## src/rtl/vga_params.sv

```systemverilog
// Shared VGA-pipeline parameters and the score sequencer state encoding.
package vga_params;

  localparam int unsigned SCORE_W   = 10;
  localparam int unsigned SCORE_MAX = 999;
  localparam int unsigned BCD_W     = 12;

  typedef enum logic [1:0] {
    IDLE   = 2'd0,
    SHIFT  = 2'd1,
    COMMIT = 2'd2
  } score_seq_state_t;

endpackage

```

## src/rtl/bcd_add3.sv

```systemverilog
// Double-dabble nibble corrector: adds 3 to a BCD nibble holding 5 or more.
module bcd_add3 (
  input  logic [3:0] i_nib,
  output logic [3:0] o_nib_c
);

  assign o_nib_c = (i_nib >= 4'd5) ? (i_nib + 4'd3) : i_nib;

endmodule

```

## src/rtl/score_bcd_sequencer.sv

```systemverilog
// Converts the clamped binary score to three BCD digits once per frame using an
// iterative shift-and-add-3 loop; all digits commit together on one edge.
module score_bcd_sequencer
  import vga_params::*;
#(
  parameter int unsigned W       = SCORE_W,
  parameter int unsigned SAT_MAX = SCORE_MAX
) (
  input  logic         clk,
  input  logic         reset_n,
  input  logic [W-1:0] score,
  input  logic         frame_start,
  output logic [3:0]   huns,
  output logic [3:0]   tens,
  output logic [3:0]   ones,
  output logic         digits_valid,
  output logic         busy,
  output logic         done
);

  localparam int unsigned CNT_W = (W > 1) ? $clog2(W) : 1;

  score_seq_state_t   r_state;
  score_seq_state_t   w_state_nxt;
  logic [W-1:0]       r_bin;
  logic [BCD_W-1:0]   r_bcd;
  logic [CNT_W-1:0]   r_cnt;
  logic               r_pending;
  logic [BCD_W-1:0]   w_bcd_adj;
  logic [W-1:0]       w_score_sat;
  logic               w_capture;
  logic               w_shift;
  logic               w_commit;

  assign w_score_sat = (score > W'(SAT_MAX)) ? W'(SAT_MAX) : score;

  bcd_add3 u_add3_ones (.i_nib(r_bcd[3:0]),  .o_nib_c(w_bcd_adj[3:0]));
  bcd_add3 u_add3_tens (.i_nib(r_bcd[7:4]),  .o_nib_c(w_bcd_adj[7:4]));
  bcd_add3 u_add3_huns (.i_nib(r_bcd[11:8]), .o_nib_c(w_bcd_adj[11:8]));

  // Next-state and datapath strobes; a pending strobe restarts straight from COMMIT.
  always_comb begin
    w_state_nxt = r_state;
    w_capture   = 1'b0;
    w_shift     = 1'b0;
    w_commit    = 1'b0;
    unique case (r_state)
      IDLE: begin
        if (frame_start || r_pending) begin
          w_capture   = 1'b1;
          w_state_nxt = SHIFT;
        end
      end
      SHIFT: begin
        w_shift = 1'b1;
        if (r_cnt == CNT_W'(W - 1)) begin
          w_state_nxt = COMMIT;
        end
      end
      COMMIT: begin
        w_commit = 1'b1;
        if (r_pending) begin
          w_capture   = 1'b1;
          w_state_nxt = SHIFT;
        end else begin
          w_state_nxt = IDLE;
        end
      end
      default: w_state_nxt = IDLE;
    endcase
  end

  always_ff @(posedge clk or negedge reset_n) begin
    if (!reset_n) begin
      r_state      <= IDLE;
      r_bin        <= '0;
      r_bcd        <= '0;
      r_cnt        <= '0;
      r_pending    <= 1'b0;
      huns         <= 4'd0;
      tens         <= 4'd0;
      ones         <= 4'd0;
      digits_valid <= 1'b0;
      busy         <= 1'b0;
      done         <= 1'b0;
    end else begin
      r_state   <= w_state_nxt;
      busy      <= (w_state_nxt != IDLE);
      done      <= w_commit;
      // Strobes seen mid-conversion merge into one pending restart.
      r_pending <= (frame_start && (r_state != IDLE)) || (r_pending && !w_capture);

      if (w_capture) begin
        r_bin <= w_score_sat;
        r_bcd <= '0;
        r_cnt <= '0;
      end else if (w_shift) begin
        {r_bcd, r_bin} <= {w_bcd_adj, r_bin} << 1;
        r_cnt          <= r_cnt + CNT_W'(1);
      end

      if (w_commit) begin
        huns         <= r_bcd[11:8];
        tens         <= r_bcd[7:4];
        ones         <= r_bcd[3:0];
        digits_valid <= 1'b1;
      end
    end
  end

endmodule

```

## config.mk

```make
export PLATFORM = sky130hd
export DESIGN_NAME = score_bcd_sequencer
export DESIGN_NICKNAME = d
export VERILOG_FILES = /design/src/rtl/vga_params.sv /design/src/rtl/bcd_add3.sv /design/src/rtl/score_bcd_sequencer.sv
export SDC_FILE = /design/constraint.sdc
export NUM_CORES = 1
export LEC_CHECK = 0
export CAP_MARGIN = 0
export CORE_ASPECT_RATIO = 1.2
export CORE_MARGIN = 2
export CORE_UTILIZATION = 25
export CTS_CLUSTER_DIAMETER = 120
export DETAILED_ROUTE_END_ITERATION = 12
export PLACE_DENSITY = 0.45
export SETUP_SLACK_MARGIN = 0.4
export SLEW_MARGIN = 10
export SYNTH_ARGS = -nofsm -noshare
export SYNTH_HDL_FRONTEND = slang
export SYNTH_HIERARCHICAL = 1
export SYNTH_SLANG_ARGS = --single-unit
```

## constraint.sdc

```tcl
create_clock -name clk -period 1.2 [get_ports clk]
set_input_delay 0.24 -clock clk [delete_from_list [all_inputs] [get_ports clk]]
set_output_delay 0.24 -clock clk [all_outputs]
set_load 0.02 [all_outputs]
```

==> results of run 1 <==
-- per-stage QoR --
step	hold slack [ns]	std cells	util	power (mW)	TNS, ns
final	-0.158	421	0.437	10.2	-2.06
after global routing	-0.155	421	0.437	10.9	-3.75
after detailed placement	0.173	382	0.351	7.13	-11.85
after CTS	-0.157	407	0.405	9.38	-1.69
after floorplan	-0.0556	214	-	5.72	-0.208
after global placement	0.165	382	0.351	7.09	-11.12
-- final timing paths --
check,startpoint,to
hold reg to reg,r_bin[6],r_bin[6]
setup / recovery,r_state[1],r_bin[2]
min in group clk,r_bin[6],r_bin[6]
setup reg to reg,r_state[1],r_bin[2]
hold / removal,reset_n,r_bcd[6]
max in group asynchronous,reset_n,r_bcd[9]
-- cells in the final DEF (no fill, tap or decap), drive strengths merged --
| master | n |
|---|---|
| buf | 77 |
| nand2 | 52 |
| dfrtp | 44 |
| o21ai | 22 |
| mux2 | 14 |
| nor2 | 12 |
| clkdlybuf4s50 | 11 |
| inv | 11 |
| clkbuf | 10 |
| nand2b | 8 |
| ha | 8 |
| a22oi | 5 |
| a21oi | 5 |
| mux2i | 4 |
| o21a | 4 |
| a221o | 3 |
| xnor2 | 3 |
| nor2b | 2 |
| nand4 | 2 |
| xor2 | 2 |
| nor3 | 1 |
| a2bb2oi | 1 |
| and3b | 1 |
| a222oi | 1 |
| o22ai | 1 |
-- flip-flops by register name, summed over array words and instances, names as in the netlist --
register	count
r_pending	1
r_bcd	12
huns	4
busy	1
r_state	2
digits_valid	1
ones	4
r_cnt	4
done	1
r_bin	10
tens	4
-- layer usage --
layer / vias up / part of all wire / global-route usage
met5: - / 0 / 0
met3: 4 / 0.026 / 0.0258
met2: 26 / 0.53 / 0.204
met1: 886 / 0.44 / 0.165
li1: 896 / - / -
met4: 0 / 0.0093 / 0.0357
-- power groups by stage --
stage	clock network [mW]	registers, mW	logic, mW
detailed placement	0	2.75	4.38
floorplan	0	2.91	2.81
global placement	0	2.75	4.34
CTS	1.08	2.78	5.51
global route	1.14	2.93	6.85
finish	1.04	2.85	6.30
-- worst register-to-register path, cell delays in order, from the launching register on --
cell and delay, ns:
dfrtp_2 0.46, buf_6 0.16, mux2_4 0.29, a221o_1 0.29
-- repair_timing --
item / in CTS / in global routing
resized for setup: 137 / 37
setup buffers: 13 / 11
hold endpoints to repair: 11 / 11
cloned: 4 / 3
pin swaps: 12 / 21
setup endpoints to repair: 59 / 59
-- area by class of cell --
| type | count | area share |
|---|---|---|
| multi-input cells | 151 | 0.365 |
| repair buffers | 90 | 0.255 |
| clock buffers | 8 | 0.0270 |
| well taps | 117 | 0.0395 |
| inverters | 11 | 0.0145 |
| flip-flops and latches | 44 | 0.299 |
==> results.py, run 1 <==
metrics = {
    "outcome": {
        "outcome": "finished, violations left",
        "violations": "hold timing, setup timing",
    },
    "timing": {
        "max_slew.worst_pin.slew_ns": 0.365,
        "fin_crit_ns": 1.32,
        "finalSetupViolations": 32,
        "hold_violations": 11,
        "fin_crit_sh": 1.10,
        "maxSlewViolCount": 0,
        "relSlewSlack": 0.757,
        "whs_ns": -0.158,
        "fin_ws_ns": -0.121,
        "max_freq_ghz": 0.757,
        "rsz0062_at_grt": "yes",
        "skew_ns": 0.00840,
    },
    "global_routing": {
        "grt_start_max_net_pins": 15,
        "grt_pass1_wl_mm": 8.91,
        "grt_usage": 0.125,
        "grt_pass1_vias": 1773,
        "antenna_found_initial": 0,
        "grt-ovfl-total": 0,
    },
    "routing": {
        "vias": 1812,
        "drc": 0,
        "via_per_inst": 4.30,
        "first_pass_iters": 4,
        "wl_per_cell_um": 13.0,
        "drt-total-wl_mm": 5.49,
        "drtIter0Drc": 35,
        "ant_nets": 0,
    },
    "power_and_ir_drop": {
        "p_int_mw": 6.31,
        "p_seq_frac": 0.279,
        "power_density_mw_per_mm2": 2750,
        "p_leak_nw": 1.72,
        "ir_worst_vdd_mv": 0.888,
        "p_sw_mw": 3.88,
        "pwr-share-comb": 0.619,
        "swShare": 0.380,
        "clockPowerShare": 0.102,
    },
    "cells_and_area": {
        "drive_gt1_frac": 0.536,
        "multiInputGateArea_mm2": 0.00135,
        "nFillCells": 809,
        "area_growth_pct": 72.4,
        "final_area_mm2": 0.00370,
        "regArea_mm2": 0.00111,
        "antennaDiodeCount": 0,
        "nNetsFinal": 324,
    },
    "critical_path": {
        "critPathBufInv": 1,
        "rrSetupSlack_ns": -0.12,
        "startpoint_type": "register",
        "cpPeakStageDelay_ns": 0.46,
        "slowest_stage": "dfrtp_2",
        "cp.required_ns": 1.38,
        "cp_cell_sequence": "buf_6, mux2_4, a221o_1",
        "crit_family": "flip-flops",
        "criticalPathCategory": "reg2reg",
        "ff2ff_path_depth": 3,
        "cp_num_cells": 3,
        "crit_path_max_fanout": 7,
        "crit_arrival_ns": 1.50,
        "end_kind": "register",
    },
    "synthesis": {
        "synth_nets": 235,
        "synthCells": 214,
        "yosysWarnings": 6,
        "syn_avg_cell_area_um2": 10.0,
        "syn-cell-area_mm2": 0.00215,
    },
    "cts": {
        "cts_buffers": 5,
        "clock_latency_ns": 0.30,
        "clk_pin_slew_ns": 0.09,
        "cts_tree": "yes",
        "cts_max_path_buffers": 2,
        "cts-root-buf": "clkbuf_8",
        "htreeDepth": 2,
        "cts.sinks": 44,
    },
    "floorplanning": {
        "core_mm2": 0.00847,
        "die_w_um": 88.6,
        "fp.dieH_um": 106,
        "rows": 37,
        "initial_utilization": 0.254,
        "io_pins": 28,
        "die-area_mm2": 0.00936,
    },
    "place": {
        "place.gp.congestion": 0.749,
        "place_area_mm2": 0.00298,
        "port-buffer-count": 27,
        "pre_cts_slack_ns": -0.476,
        "place_hpwl_mm": 3.53,
    },
    "worst_hold_path": {
        "hp-class": "in2async",
    },
    "flow_run": {
        "drv_cap": 0,
    },
}
Power figures use the tool's default switching activity.
==> inputs of run 2 (changes only) <==
CTS_CLUSTER_DIAMETER = 40   (was 120)
==> results of run 2 <==
Final layout, timing and power as in run 1 (identical DEF).
==> inputs of run 3 (changes only) <==
CTS_BUF_LIST = sky130_fd_sc_hd__clkbuf_8   (was unset)
REMOVE_ABC_BUFFERS = 1   (was unset)
==> results.py, run 3 (synthesis results as in run 1) <==
metrics = {
    "critical_path": {
        "slowest_stage": "dfrtp_1",
        "crit_path_max_fanout": 3,
        "cp_cell_sequence": "inv_2, ha_2, nand2b_4, a21oi_4, mux2i_1, nand2_1, o21ai_1",
        "cp_num_cells": 7,
        "criticalPathCategory": "reg2reg",
        "cpPeakStageDelay_ns": 0.37,
        "end_kind": "register",
        "crit_arrival_ns": 1.54,
        "cp.required_ns": 1.43,
        "ff2ff_path_depth": 7,
        "crit_family": "flip-flops",
        "critPathBufInv": 1,
        "startpoint_type": "register",
    },
    "floorplanning": {
        "fp.dieH_um": 106,
        "core_mm2": 0.00847,
        "io_pins": 28,
        "die-area_mm2": 0.00936,
        "rows": 37,
        "die_w_um": 88.6,
        "initial_utilization": 0.254,
    },
    "global_routing": {
        "grt_usage": 0.120,
        "grt_pass1_wl_mm": 8.78,
        "grt_pass1_vias": 1835,
        "grt_start_max_net_pins": 16,
        "antenna_found_initial": 0,
        "grt-ovfl-total": 0,
    },
    "power_and_ir_drop": {
        "clockPowerShare": 0.106,
        "power_density_mw_per_mm2": 2690,
        "p_sw_mw": 3.70,
        "p_leak_nw": 1.68,
        "p_seq_frac": 0.290,
        "ir_worst_vdd_mv": 0.779,
        "p_int_mw": 5.97,
        "pwr-share-comb": 0.603,
        "swShare": 0.382,
    },
    "timing": {
        "skew_ns": 0.00582,
        "relSlewSlack": 0.816,
        "fin_crit_sh": 1.09,
        "fin_ws_ns": -0.110,
        "fin_crit_ns": 1.31,
        "maxSlewViolCount": 0,
        "max_slew.worst_pin.slew_ns": 0.273,
        "tns_ns": -1.44,
        "max_freq_ghz": 0.763,
        "rsz0062_at_grt": "yes",
        "hold_violations": 0,
        "finalSetupViolations": 32,
    },
    "worst_hold_path": {
        "hp-class": "in2reg",
        "holdPathStages": 3,
    },
    "cts": {
        "cts.sinks": 44,
        "cts-root-buf": "clkbuf_8",
        "cts_buffers": 5,
        "clk_pin_slew_ns": 0.09,
        "clock_latency_ns": 0.31,
        "htreeDepth": 2,
        "cts_tree": "yes",
        "cts_max_path_buffers": 2,
    },
    "routing": {
        "vias": 1814,
        "wl_per_cell_um": 12.9,
        "drt-total-wl_mm": 5.45,
        "first_pass_iters": 5,
        "drc": 0,
        "via_per_inst": 4.29,
        "drtIter0Drc": 67,
        "ant_nets": 0,
    },
    "cells_and_area": {
        "drive_gt1_frac": 0.520,
        "largestRegisters": "r_bcd (12), r_bin (10)",
        "area_growth_pct": 67.4,
        "regMostFlops": "r_bcd",
        "regArea_mm2": 0.00110,
        "multiInputGateArea_mm2": 0.00125,
        "final_cell_mix": "buf_4, nand2_1, dfrtp_1, buf_6, mux2_4",
        "final_area_mm2": 0.00360,
        "layout_commonest_cell": "buf_4",
        "nFillCells": 835,
        "antennaDiodeCount": 0,
        "nNetsFinal": 326,
        "largest_register_ffs": 12,
    },
    "outcome": {
        "violations": "setup timing",
        "outcome": "finished, violations left",
    },
    "place": {
        "port-buffer-count": 27,
        "pre_cts_slack_ns": -0.459,
        "place_area_mm2": 0.00281,
        "place.gp.congestion": 0.729,
        "place_hpwl_mm": 3.27,
    },
    "flow_run": {
        "drv_cap": 0,
    },
}
## run 3: cell count changes in the layout (fill, tap and decap cells not counted), sizes merged
cell,before,now
dlymetal6s2s,0,1
nand2,52,51
dlygate4sd3,0,1
clkinvlp,0,2
clkdlybuf4s50,11,9
clkbuf,10,8
o21a,4,3
dlygate4sd2,0,1
buf,77,80
## run 3: worst paths after layout
path | startpoint | slack, ns | end
setup / recovery | r_bcd[5] | -0.11 | r_bcd[6]
hold / removal | score[3] | 0.31 | r_bin[3]
setup reg to reg | r_bcd[5] | -0.11 | r_bcd[6]
hold reg to reg | r_bin[4] | 0.51 | r_bin[5]
max in group asynchronous | reset_n | 0.50 | r_bcd[0]
min in group asynchronous | reset_n | 0.34 | r_bcd[9]
## run 3: repair_timing
item	CTS	global route
hold buffers	1	0
hold endpoints to repair	9	0
cloned	3	1
endpoints found under the setup margin	59	94
gates resized for setup	164	40
pin swaps	24	15
setup buffers	9	16
## run 3: worst reg2reg max path, cell delays in order (launching register included)
cell	delay (ns)
dfrtp_1	0.37
inv_2	0.07
ha_2	0.18
nand2b_4	0.15
a21oi_4	0.15
mux2i_1	0.19
nand2_1	0.06
o21ai_1	0.08
## run 3: stage by stage
stage	cells	util	total power, mW	hold slack (ns)
floorplan	204	-	4.71	-0.0556
global placement	385	0.331	6.38	0.161
detailed placement	385	0.331	6.41	0.158
CTS	406	0.392	8.99	0.375
global route	423	0.425	10.4	0.307
finish	423	0.425	9.67	0.307
## run 3: cell type report
class | count | area share
Sequential cell | 44 | 0.307
Clock buffer | 6 | 0.0229
Inverter | 11 | 0.0129
Multi-Input combinational cell | 149 | 0.347
Clock inverter | 2 | 0.00417
Timing Repair Buffer | 94 | 0.266
Tap cell | 117 | 0.0407
## run 3: layer usage
metal,vias up,GRT usage,routed length [µm]
li1,903,-,-
met1,864,0.153,2480
met2,40,0.198,2710
met3,7,0.0282,166
met4,0,0.0346,89
met5,-,0,0
## run 3: power groups by stage
stage	Combinational [mW]	Clock, mW	Sequential [mW]
final	5.84	1.03	2.81
after floorplan	1.85	0	2.85
after global routing	6.38	1.13	2.91
after CTS	5.18	1.06	2.75
after global placement	3.73	0	2.66
after detailed placement	3.75	0	2.66
==> edit 1, RTL diff (config.mk and constraints of run 1) <==
Reset style: synchronous (`reset_n`), changed in one clocked block.
--- a/src/rtl/score_bcd_sequencer.sv
+++ b/src/rtl/score_bcd_sequencer.sv
@@ -72,3 +72,3 @@
 
-  always_ff @(posedge clk or negedge reset_n) begin
+  always_ff @(posedge clk) begin
     if (!reset_n) begin
Function: differs if reset_n is asserted again (counterexample within 4 cycles, from zero or initial values and one cycle with reset_n low); with reset_n held inactive, the same outputs for 10 cycles.
==> edit 1 against run 1 <==
  * The flow finishes with violations (negative setup slack)
  * Critical endpoint is now r_bcd[9]
  * Synthesized area up 2.1%
  * Routed wire length down 3.4%
  * Maximum frequency down 2.0%
  * Worst setup slack worse by 27 ps
  * Highest routed layer unchanged
  * Critical path type unchanged
  * Critical path depth up 5
  * Final area up 0.34%
  * Largest cell class unchanged
  * Sequential cell count unchanged
Power is left out: it rests on default switching activity, and per cell area and clock period it moved more than threefold.
==> edit 1: results (changes against run 1) <==
- Slew @ Worst Pin: 312 ps (-53.0 ps)
- Skew-Pair Late Insertion Delay: 300 ps (about the same)
- HPWL Detailed: 3460 um (-2.1%)
- Top cell family by delay on the critical path: flip-flops
- Initial antenna violation count: 0 (unchanged)
- Class of the worst hold path: in2reg
- PortBufs: 27 (unchanged)
- Longest Clk Path Bufs: 2 (unchanged)
- Final Wtd Congestion: 0.738 (-1.4%)
- Vias per std cell: 4.45 (+3.3%)
- Syn. warnings: 6 (unchanged)
- Fillcell total: 828 (+2.3%)
- Post-CTS setup buffers: 8 (-5)
- Top Registers: r_bcd (12), r_bin (10)
- Clk_skew: 6.17 ps (-2.23 ps)
- DRT iter0 DRCs: 56 (+60%)
- Share of layout cells above drive strength 1: 57.9% (+4.3 points)
- Final worst-path setup slack: -148 ps (-26.5 ps)
- Number of global-route vias before repair: 1866 (+5.2%)
- Max incr delay on CP: 340 ps (-120 ps)
- Crit path arrival time: 1550 ps (+50 ps)
- GRT Util Overall: 11.4% (-1.0 points)
- Slowest CP cell: dfxtp_2
- Largest net degree at the start of global routing: 16 (+1)
- Post-cts resize count: 145 (+5.8%)
- Clock slew at reported path FFs: 90 ps (about the same)
- CTS root buf: clkbuf_8
- WL/cell: 12.2 um (-6.1%)
- Net count, final: 336 (+3.7%)
- Syn nets: 254 (+8.1%)
- First-pass GRT wire length: 8540 um (-4.1%)
- CP Launch Point: r_bcd[9]
- CP Max Fanout: 3 (-4)
- Failing checks: negative setup slack
- Hold_sp: reset_n
- Final setup fails: 40 (+25%)
- Outcome: finished, violations left
- Drt pass-1 iters: 4 (unchanged)
- # diodes: 0 (unchanged)
- Final Max Slew Viols: 0 (unchanged)
==> edit 1: cell types whose count changed in the layout (fill, tap and decap cells not counted), sizes merged, moves of 5 or more <==
| cell | delta |
|---|---|
| a21oi | +13 |
| a22oi | -5 |
| dfrtp | -44 |
| dfxtp | +44 |
| mux2 | -10 |
| mux2i | +16 |
| nand2 | -12 |
| nor3 | +13 |
| o21ai | -15 |
==> edit 1: final timing paths <==
| path | slack [ps] | cells after the start | endpoint |
|---|---|---|---|
| worst min register to register | 470 | 2 | tens[3] |
| worst min-delay path | 460 | 3 | r_state[0] |
| worst max register to register | -150 | 8 | r_bcd[9] |
| worst max-delay path | -150 | 8 | r_bcd[9] |
==> edit 1: area by class of cell <==
class	instances	area [um2]	area share, %
clock buffer	5	68.8	1.85
timing repair buffer	86	970	26.1
sequential	44	920	24.7
tap	117	146	3.94
inverter	9	33.8	0.909
clock inverter	3	45.0	1.21
multi-input combinational	169	1530	41.3
==> edit 1: tightest hold or removal path: cells and delay by family <==
kind,cells,cell delay [ps]
AOI/OAI and AO/OA,1,110
buffers and inverters,2,380
==> edit 1: metal layers <==
metal	share of wire, %	vias up	global-route usage [%]
met5	0	-	0
met4	1.1	0	3.09
met3	2.4	5	2.77
met2	53	25	20.0
met1	44	906	13.7
li1	-	989	-
==> edit 1: metrics by stage <==
| step | setup slack, ps | hold WS [ps] | std cells | area [um2] | setup TNS [ps] |
|---|---|---|---|---|---|
| floorplan | -53.4 | 357 | 233 | 2300 | -594 |
| global placement | -406 | 442 | 408 | 3020 | -11330 |
| detailed placement | -428 | 446 | 408 | 3020 | -11880 |
| CTS | -127 | 458 | 427 | 3480 | -1910 |
| global route | -208 | 476 | 433 | 3720 | -4930 |
| finish | -148 | 459 | 433 | 3720 | -2380 |
==> edit 2, RTL diff (config.mk and constraints of run 1) <==
Without the edit above. Change the package constant `SCORE_MAX` from 999 to 499.
--- a/src/rtl/vga_params.sv
+++ b/src/rtl/vga_params.sv
@@ -4,3 +4,3 @@
   localparam int unsigned SCORE_W   = 10;
-  localparam int unsigned SCORE_MAX = 999;
+  localparam int unsigned SCORE_MAX = 499;
   localparam int unsigned BCD_W     = 12;
Formal check against the unedited RTL: same outputs for any inputs over 10 cycles, from zero or initial values and one cycle with reset_n low; that may be too few to reach the edited logic, so the function may still have changed.
==> edit 2 against run 1 <==
  * Synthesized area grew 4.8%
  * Power shrank 3.2%
  * Via count grew 2.3%
  * Critical path type unchanged
  * Final area shrank 0.51%
  * Worst setup slack gained 2.1 ps
  * Cell count grew 3.8%
  * Routed wire length shrank 6.3%
  * The run still ends with negative hold slack, negative setup slack left
  * Sequential power shrank 2%
  * Critical path depth grew 1
  * Sequential cell count is the same
  * Utilization shrank 1.2 points
==> edit 2: results (changes against run 1) <==
- HPWL Detailed: 3510 um (-0.74%)
- Outcome: finished, violations left
- Cells after DPL: 394 (+3.1%)
- Peak VDD IR: 0.783 mV (-12%)
- Largest net degree at the start of global routing: 34 (+19)
- First-pass GRT wire length: 8650 um (-2.9%)
- Number of global-route vias before repair: 1804 (+1.7%)
- Routed Wire Length: 5140 um (-6.3%)
- Fillcell total: 841 (+4.0%)
- DRT iter0 DRCs: 25 (-29%)
- Crit path arrival time: 1500 ps (about the same)
- Final setup fails: 34 (+6.3%)
- Num CTS Buffers: 5 (unchanged)
- Slew @ Worst Pin: 338 ps (-26.4 ps)
- CTS root buf: clkbuf_8
- Final worst-path setup slack: -119 ps (+2.10 ps)
- Vias per std cell: 4.24 (-1.5%)
- Slowest CP cell: dfrtp_2
- Skew-Pair Late Insertion Delay: ~290 ps
- Clk_skew: 7.50 ps (-0.899 ps)
- Synth Area per Inst: 10.2 um2 (+2.0%)
- Hold slack: -162 ps (-4.03 ps)
- Pleak: 0.00177 uW (+3.0%)
- Initial antenna violation count: 0 (unchanged)
- GRT Util Overall: 11.1% (-1.3 points)
- Final Wtd Congestion: 0.756 (+0.96%)
- Syn nets: 241 (+2.6%)
- PortBufs: 27 (unchanged)
- Share of layout cells above drive strength 1: 50.6% (-3.0 points)
- Top Registers: r_bcd (12), r_bin (10)
- Endpoints failing hold: 11 (unchanged)
- Drc violations: 0 (unchanged)
- Longest Clk Path Bufs: 2 (unchanged)
- CP Max Fanout: 8 (+1)
- Syn. warnings: 6 (unchanged)
- H-tree level count: 2 (unchanged)
- Failing checks: negative hold slack, negative setup slack
- WL/cell: 11.8 um (-9.7%)
- Final setup TNS: -2120 ps (-61.1 ps)
- # diodes: 0 (unchanged)
- Net count, final: 340 (+4.9%)
- Clock slew at reported path FFs: 90 ps (about the same)
- Max incr delay on CP: 470 ps
- Class of the worst hold path: in2async
- Drt pass-1 iters: 2 (-2)
==> edit 2: cell count changes in the layout (fill, tap and decap cells not counted), moves of 4 or more <==
| cell | run 1 | this run |
|---|---|---|
| buf_6 | 32 | 25 |
| nand2_4 | 4 | 0 |
| buf_4 | 37 | 59 |
| o21ai_1 | 13 | 8 |
| nor2_1 | 8 | 15 |
| mux2i_1 | 4 | 15 |
| a22oi_2 | 5 | 1 |
==> edit 2: through the flow <==
step	instance area (um2)	setup slack [ps]	hold WS, ps	power [uW]	util, %
3_5_place_dp	3070	-312	158	7370	35.4
5_1_grt	3690	-185	-146	10700	42.6
2_1_floorplan	2400	-48.1	-55.6	5740	-
4_1_cts	3450	-102	-163	9300	39.8
6_report	3690	-119	-162	9870	42.6
3_3_place_gp	3070	-301	159	7300	35.4
==> edit 2: power by group <==
part | internal (uW) | switching, uW
Sequential | 2190 | 598
Clock | 619 | 514
Combinational | 3420 | 2530
==> edit 2: timing repair <==
item / 4_1_cts / 5_1_grt
cloned: 0 / 1
pin swaps: 8 / 13
buffers inserted: 19 / 15
gates resized for setup: 116 / 34
endpoints found under the setup margin: 59 / 59
endpoints found under the hold margin: 11 / 11
==> edit 2: final timing paths <==
path | startpoint | endpoint | cells past startpoint | slack, ps
setup / recovery | r_state[1] | r_bcd[6] | 4 | -120
hold / removal | reset_n | ones[2] | 1 | -160
setup reg to reg | r_state[1] | r_bcd[6] | 4 | -120
hold reg to reg | r_bin[9] | r_bcd[0] | 2 | 500
max in group asynchronous | reset_n | r_bcd[4] | 2 | 870
min in group clk | score[7] | r_bin[7] | 3 | 260
==> edit 2: cell type report <==
cell class / instances / area [um2] / share of cell area (%)
Clock buffer: 6 / 72.6 / 1.97
Clock inverter: 2 / 35.0 / 0.950
Inverter: 11 / 41.3 / 1.12
Multi-Input combinational cell: 155 / 1320 / 35.7
Sequential cell: 44 / 1110 / 30.0
Tap cell: 117 / 146 / 3.97
Timing Repair Buffer: 102 / 967 / 26.2
==> edit 2: routing by layer <==
metal	share of wire, %	global-route usage (%)	routed length [um]	vias to the layer above
met3	3.3	2.37	168	4
met5	0	0	0	-
met1	46	14.0	2340	885
met2	50	19.2	2580	29
li1	-	-	-	935
met4	0.89	3.30	46	0
==> edit 2: critical path, delay by kind of cell (launching register included) <==
family                 cells  cell delay, ps
AO/OA/AOI/OAI              2             330
buffers and inverters      1             220
flip-flops                 1             470
AND/OR/NAND/NOR            1             190
